$ cat config.mk
export PLATFORM = sky130hd
export DESIGN_NAME = clock_set_ctrl
export DESIGN_NICKNAME = d
export VERILOG_FILES = /design/src/rtl/clock_set_ctrl.sv
export SDC_FILE = /design/constraint.sdc
export NUM_CORES = 1
export LEC_CHECK = 0
export BUFFER_PORTS_ARGS = -buffer_cell sky130_fd_sc_hd__buf_2
export CAP_MARGIN = 15
export CORE_MARGIN = 4
export CORE_UTILIZATION = 46
export CTS_BUF_LIST = sky130_fd_sc_hd__clkbuf_16
export CTS_CLUSTER_SIZE = 20
export DETAILED_ROUTE_END_ITERATION = 8
export PLACE_DENSITY = 0.74
export SLEW_MARGIN = 25
export SYNTH_ARGS = -nofsm -noshare
export SYNTH_HDL_FRONTEND = slang
export SYNTH_SLANG_ARGS = --single-unit
$ cat constraint.sdc
create_clock -name clk -period 1.6 [get_ports clk]
set_clock_uncertainty 0.15 [all_clocks]
set_input_delay 0.48 -clock clk [delete_from_list [all_inputs] [get_ports clk]]
set_output_delay 0.48 -clock clk [all_outputs]
set_load 0.02 [all_outputs]
$ cat src/rtl/clock_set_ctrl.sv
// Mode/set controller for the seconds/minutes/hours counter chain.
// Inputs are captured in one event stage; the FSM acts on that stage one clk later.
module clock_set_ctrl #(
    parameter int SEC_MOD  = 60,
    parameter int MIN_MOD  = 60,
    parameter int HOUR_MOD = 24,
    parameter int VAL_W    = 6
) (
    input  logic             clk,
    input  logic             reset,
    input  logic             tick_1hz,
    input  logic             btn_mode,
    input  logic             btn_inc,
    input  logic [VAL_W-1:0] sec_val,
    input  logic [VAL_W-1:0] min_val,
    input  logic [VAL_W-1:0] hour_val,
    output logic             sec_en,
    output logic             min_en,
    output logic             hour_en,
    output logic             sec_load,
    output logic             min_load,
    output logic             hour_load,
    output logic [VAL_W-1:0] load_digit,
    output logic [1:0]       mode,
    output logic             blink
);

    typedef enum logic [1:0] {
        RUN     = 2'd0,
        SET_HR  = 2'd1,
        SET_MIN = 2'd2,
        ILLEGAL = 2'd3
    } mode_t;

    typedef struct packed {
        logic             tick;
        logic             mode_p;
        logic             inc_p;
        logic [VAL_W-1:0] sec;
        logic [VAL_W-1:0] min;
        logic [VAL_W-1:0] hour;
    } evt_t;

    localparam logic [VAL_W-1:0] SEC_MAX  = VAL_W'(SEC_MOD - 1);
    localparam logic [VAL_W-1:0] MIN_MAX  = VAL_W'(MIN_MOD - 1);
    localparam logic [VAL_W-1:0] HOUR_MAX = VAL_W'(HOUR_MOD - 1);

    mode_t            state;
    evt_t             ev;
    logic             btn_mode_q;
    logic             btn_inc_q;

    // Increment with wrap; anything at or beyond the top value restarts at 0.
    function automatic logic [VAL_W-1:0] next_val(input logic [VAL_W-1:0] v,
                                                  input logic [VAL_W-1:0] vmax);
        return (v >= vmax) ? '0 : v + VAL_W'(1);
    endfunction

    assign mode = state;

    always_ff @(posedge clk or posedge reset) begin
        if (reset) begin
            btn_mode_q <= 1'b0;
            btn_inc_q  <= 1'b0;
            ev         <= '0;
        end else begin
            btn_mode_q <= btn_mode;
            btn_inc_q  <= btn_inc;
            ev.tick    <= tick_1hz;
            ev.mode_p  <= btn_mode & ~btn_mode_q;
            ev.inc_p   <= btn_inc & ~btn_inc_q;
            ev.sec     <= sec_val;
            ev.min     <= min_val;
            ev.hour    <= hour_val;
        end
    end

    always_ff @(posedge clk or posedge reset) begin
        if (reset) begin
            state      <= RUN;
            sec_en     <= 1'b0;
            min_en     <= 1'b0;
            hour_en    <= 1'b0;
            sec_load   <= 1'b0;
            min_load   <= 1'b0;
            hour_load  <= 1'b0;
            load_digit <= '0;
            blink      <= 1'b0;
        end else begin
            sec_en    <= 1'b0;
            min_en    <= 1'b0;
            hour_en   <= 1'b0;
            sec_load  <= 1'b0;
            min_load  <= 1'b0;
            hour_load <= 1'b0;
            case (state)
                RUN: begin
                    // A tick coinciding with the mode press is still honoured.
                    if (ev.tick) begin
                        sec_en  <= 1'b1;
                        min_en  <= (ev.sec == SEC_MAX);
                        hour_en <= (ev.sec == SEC_MAX) && (ev.min == MIN_MAX);
                    end
                    blink <= 1'b0;
                    if (ev.mode_p) state <= SET_HR;
                end
                SET_HR: begin
                    if (ev.mode_p) begin
                        state <= SET_MIN;
                        blink <= 1'b0;
                    end else begin
                        if (ev.inc_p) begin
                            hour_load  <= 1'b1;
                            load_digit <= next_val(ev.hour, HOUR_MAX);
                        end
                        if (ev.tick) blink <= ~blink;
                    end
                end
                SET_MIN: begin
                    if (ev.mode_p) begin
                        state      <= RUN;
                        sec_load   <= 1'b1;
                        load_digit <= '0;
                        blink      <= 1'b0;
                    end else begin
                        if (ev.inc_p) begin
                            min_load   <= 1'b1;
                            load_digit <= next_val(ev.min, MIN_MAX);
                        end
                        if (ev.tick) blink <= ~blink;
                    end
                end
                default: begin
                    state <= RUN;
                    blink <= 1'b0;
                end
            endcase
        end
    end

endmodule

==> summary.md <==
| Metric | Value |
|---|---|
| Initial antenna violation count | `0` |
| Initial Util | `48.1%` |
| Setup TNS | `0 ps` |
| Outcome | `finished clean` |
| Routed wire length | `2.70 mm` |
| Clock tree from TritonCTS | `yes` |
| Distinct cell type count of the synthesized netlist | `32` |
| Clk network pwr share | `28.1%` |
| Hold WS | `90.6 ps` |
| Crit path capture type | `flop` |
| Ant. Diodes | `0` |
| I/O pin count | `38` |
| DR WL met2 | `1.35 mm` |
| Root buffer cell | `clkbuf_16` |
| Worst-Skew Late Latency | `270 ps` |
| VDD IR max | `961 µV` |
| Register area | `953 µm²` |
| Synthesized area | `1470 µm²` |
| CP peak stage delay | `430 ps` |
| Net Switching | `0.00101 W` |
| Tcrit/Tclk final | `99.7%` |
| Syn_area_per_cell | `13.4 µm²` |
| DRT Pass-1 Iters | `4` |
| Total global-route track usage | `14.5%` |
| Commonest cells after routing, fill and taps aside | `buf_2 (37), dfrtp_1 (36)` |
| Layout cells sized above 1 | `44.1%` |
| Gr ovfl total | `0` |
| Htree depth | `2` |
| Power per cell area | `1590 nW/µm²` |
| MaxCap Viol Count | `0` |
| Slew headroom | `74.7%` |
| Port Buffer Count | `37` |
| # setup viols final | `0` |
| Final setup margin | `4.53 ps` |
| Achievable Freq | `627 MHz` |
| CTS Buffer Depth | `2` |
| R2R depth | `6` |
| Worst slew pin tran | `380 ps` |
| Leakage | `0.953 nW` |
| Uppermost layer routed | `met4` |
| Hold Vio Cnt, Final | `0` |
| DIE AREA | `4160 µm²` |
| Area of the multi-input gates | `592 µm²` |
| Final Max Tran Viols | `0` |
| Fill cells | `249` |
| Seq/Total Area, Yosys | `64.7%` |
| CP arrival | `1610 ps` |
| WP buf/inv | `2` |
| Clock transition at path regs | `50 ps` |
| Met1 Wirelength | `1.08 mm` |
| Initial DRC Count | `54` |
| Yosys reg bits | `38` |
| DIE HEIGHT | `64.5 µm` |
| Site Rows | `20` |
| Comb pwr share | `33.2%` |
| Vias in the first global route | `1091` |
| Yosys warnings | `0` |
| CP startpoint kind | `flop` |
| Drt drc | `0` |
| Met3 WL | `214 µm` |
| Largest net degree at the start of global routing | `39` |
| Pre-CTS setup slack | `-43.1 ps` |
| Power Total | `0.00320 W` |
| P&R area growth vs syn | `37.2%` |
| Critical Path RT | `1610 ps` |
| WS Path Type | `flop to flop` |
| Final period demand of the worst path | `1600 ps` |
| Via Count | `1011` |
| Hold Path Class | `input pin to async pin` |
| RSZ-0062 raised after global routing | `yes` |
| Post-route ant nets | `0` |
| Fin nets | `190` |
| Int Power | `0.00219 W` |
| RR Startpoint | `mode[0]$_DFFE_PP0P_` |
| R2R setup slack | `5 ps` |
| Routed len/inst | `13.2 µm` |
| CP Max Fanout | `4` |
| Sw Ratio | `31.6%` |
| Crit path cell chain | `buf_4 -> ha_4 -> o22ai_4 -> a21oi_4 -> buf_2 -> o21a_1` |
| CTS Sinks | `38` |
| Chip width | `64.5 µm` |
| Post-Syn Instances | `110` |
| Part of the power in registers | `38.6%` |
| Clock buffer count from CTS | `5` |
| Slowest library cell on the worst path | `dfrtp_2` |
| First-pass GRT wire length | `4.49 mm` |
| Core area | `3050 µm²` |
| Drt via density | `4.93` |
| Reg2Reg Capture Point | `load_digit[0]$_DFFE_PP0P_` |
| Commonest non-fill, non-tap cell in the layout | `buf_2` |
| DPL Wire Length | `1.98 mm` |
| Syn nets | `140` |
| RD Place Congestion | `0.795` |
| Top Family by Delay on Critical Path | `flip-flops` |
-- through the flow --
stage | cells | area, µm² | utilization (%)
finish | 205 | 2020 | 66.0
global route | 205 | 2020 | 66.0
CTS | 205 | 1950 | 63.7
detailed placement | 195 | 1780 | 58.3
global placement | 195 | 1780 | 58.3
floorplan | 110 | 1500 | -
-- synth_stat cells --
cell type  number  area (µm²)
a211oi_1        1        7.51
xnor2_1         3        26.3
a211o_1         1        8.76
a22oi_1         1        7.51
inv_1           3        11.3
and2_2          2        15.0
nor3b_1         1        7.51
mux2_2          3        33.8
buf_6           1        11.3
a31oi_1         2        12.5
and2_1          3        18.8
o22ai_1         1        6.26
nand3b_1        2        15.0
nor2_1          7        26.3
nor2b_1         3        18.8
and4b_1         2        20.0
o221ai_2        1        15.0
nand2_1         5        18.8
and3_1          2        12.5
ha_1            7        87.6
nor3_1          1        5.00
a21oi_2         1        8.76
dfrtp_1        38         951
nand2b_1        1        6.26
nand3_1         5        25.0
o21a_1          2        15.0
o21ai_0         2        10.0
nand4b_1        2        17.5
a2bb2oi_1       1        8.76
o2111ai_1       1        8.76
xor2_1          2        17.5
a21oi_1         3        15.0
-- how the worst max path moves through the flow --
stage                                   start                   endpoint  slack [ps]  cells past startpoint
after floorplan           mode[0]$_DFFE_PP0P_  load_digit[5]$_DFFE_PP0P_          10                      5
after global placement    mode[0]$_DFFE_PP0P_  load_digit[3]$_DFFE_PP0P_          30                      7
after detailed placement  mode[1]$_DFFE_PP0P_  load_digit[0]$_DFFE_PP0P_         -40                      7
after CTS                 mode[1]$_DFFE_PP0P_  load_digit[5]$_DFFE_PP0P_         -20                      5
after global routing      mode[1]$_DFFE_PP0P_  load_digit[0]$_DFFE_PP0P_         -60                      7
final                     mode[0]$_DFFE_PP0P_  load_digit[0]$_DFFE_PP0P_           5                      6
-- repair_timing --
action	CTS	global route
endpoints found under the setup margin	5	9
gates cloned	1	0
hold buffers	0	0
pin swaps	0	2
gates resized for setup	5	14
setup buffers	1	0
-- kinds of logic (layout without fill, tap and decap cells) --
kind of cell    Yosys count  in the layout  share of synthesized area, %
flops                    38             38                          64.7
simple gates             36             36                          14.1
compound gates           17             17                          8.43
fa+ha+maj                 7              7                          5.96
xor+xnor                  5              5                          2.98
buf+inv                   4             55                          1.53
mux                       3              3                          2.30
-- power by group through the flow --
stage | Sequential [W] | Combinational (W) | Clock (W)
after global routing | 0.00126 | 0.00116 | 0.000980
after floorplan | 0.00139 | 0.000447 | 0
after CTS | 0.00122 | 0.000979 | 0.000927
after detailed placement | 0.00124 | 0.000921 | 0
final | 0.00124 | 0.00106 | 0.000899
after global placement | 0.00123 | 0.000887 | 0
-- flip-flops by register name, summed over array words and instances (netlist names) --
register    cells
load_digit      6
mode            2
sec_en          1
sec_load        1
btn_mode_q      1
ev             21
min_en          1
min_load        1
hour_en         1
hour_load       1
blink           1
btn_inc_q       1
-- worst register-to-register path: stages (launching register included) --
cell,delay [ps]
dfrtp_2,430
buf_4,150
ha_4,180
o22ai_4,170
a21oi_4,60
buf_2,170
o21a_1,170
-- final cells by class --
cell class	instances	area share (%)
clock inverters	3	0.621
well taps	44	2.73
clock buffers	5	6.21
repair buffers	44	13.0
flip-flops and latches	38	47.3
multi-input cells	68	29.4
inverters	3	0.807
-- routing by layer --
layer / GRT usage, % / vias up
li1: - / 485
met1: 15.3 / 483
met2: 24.6 / 37
met3: 6.07 / 6
met4: 7.39 / 0
met5: 0 / -
Power figures use the tool's default switching activity.
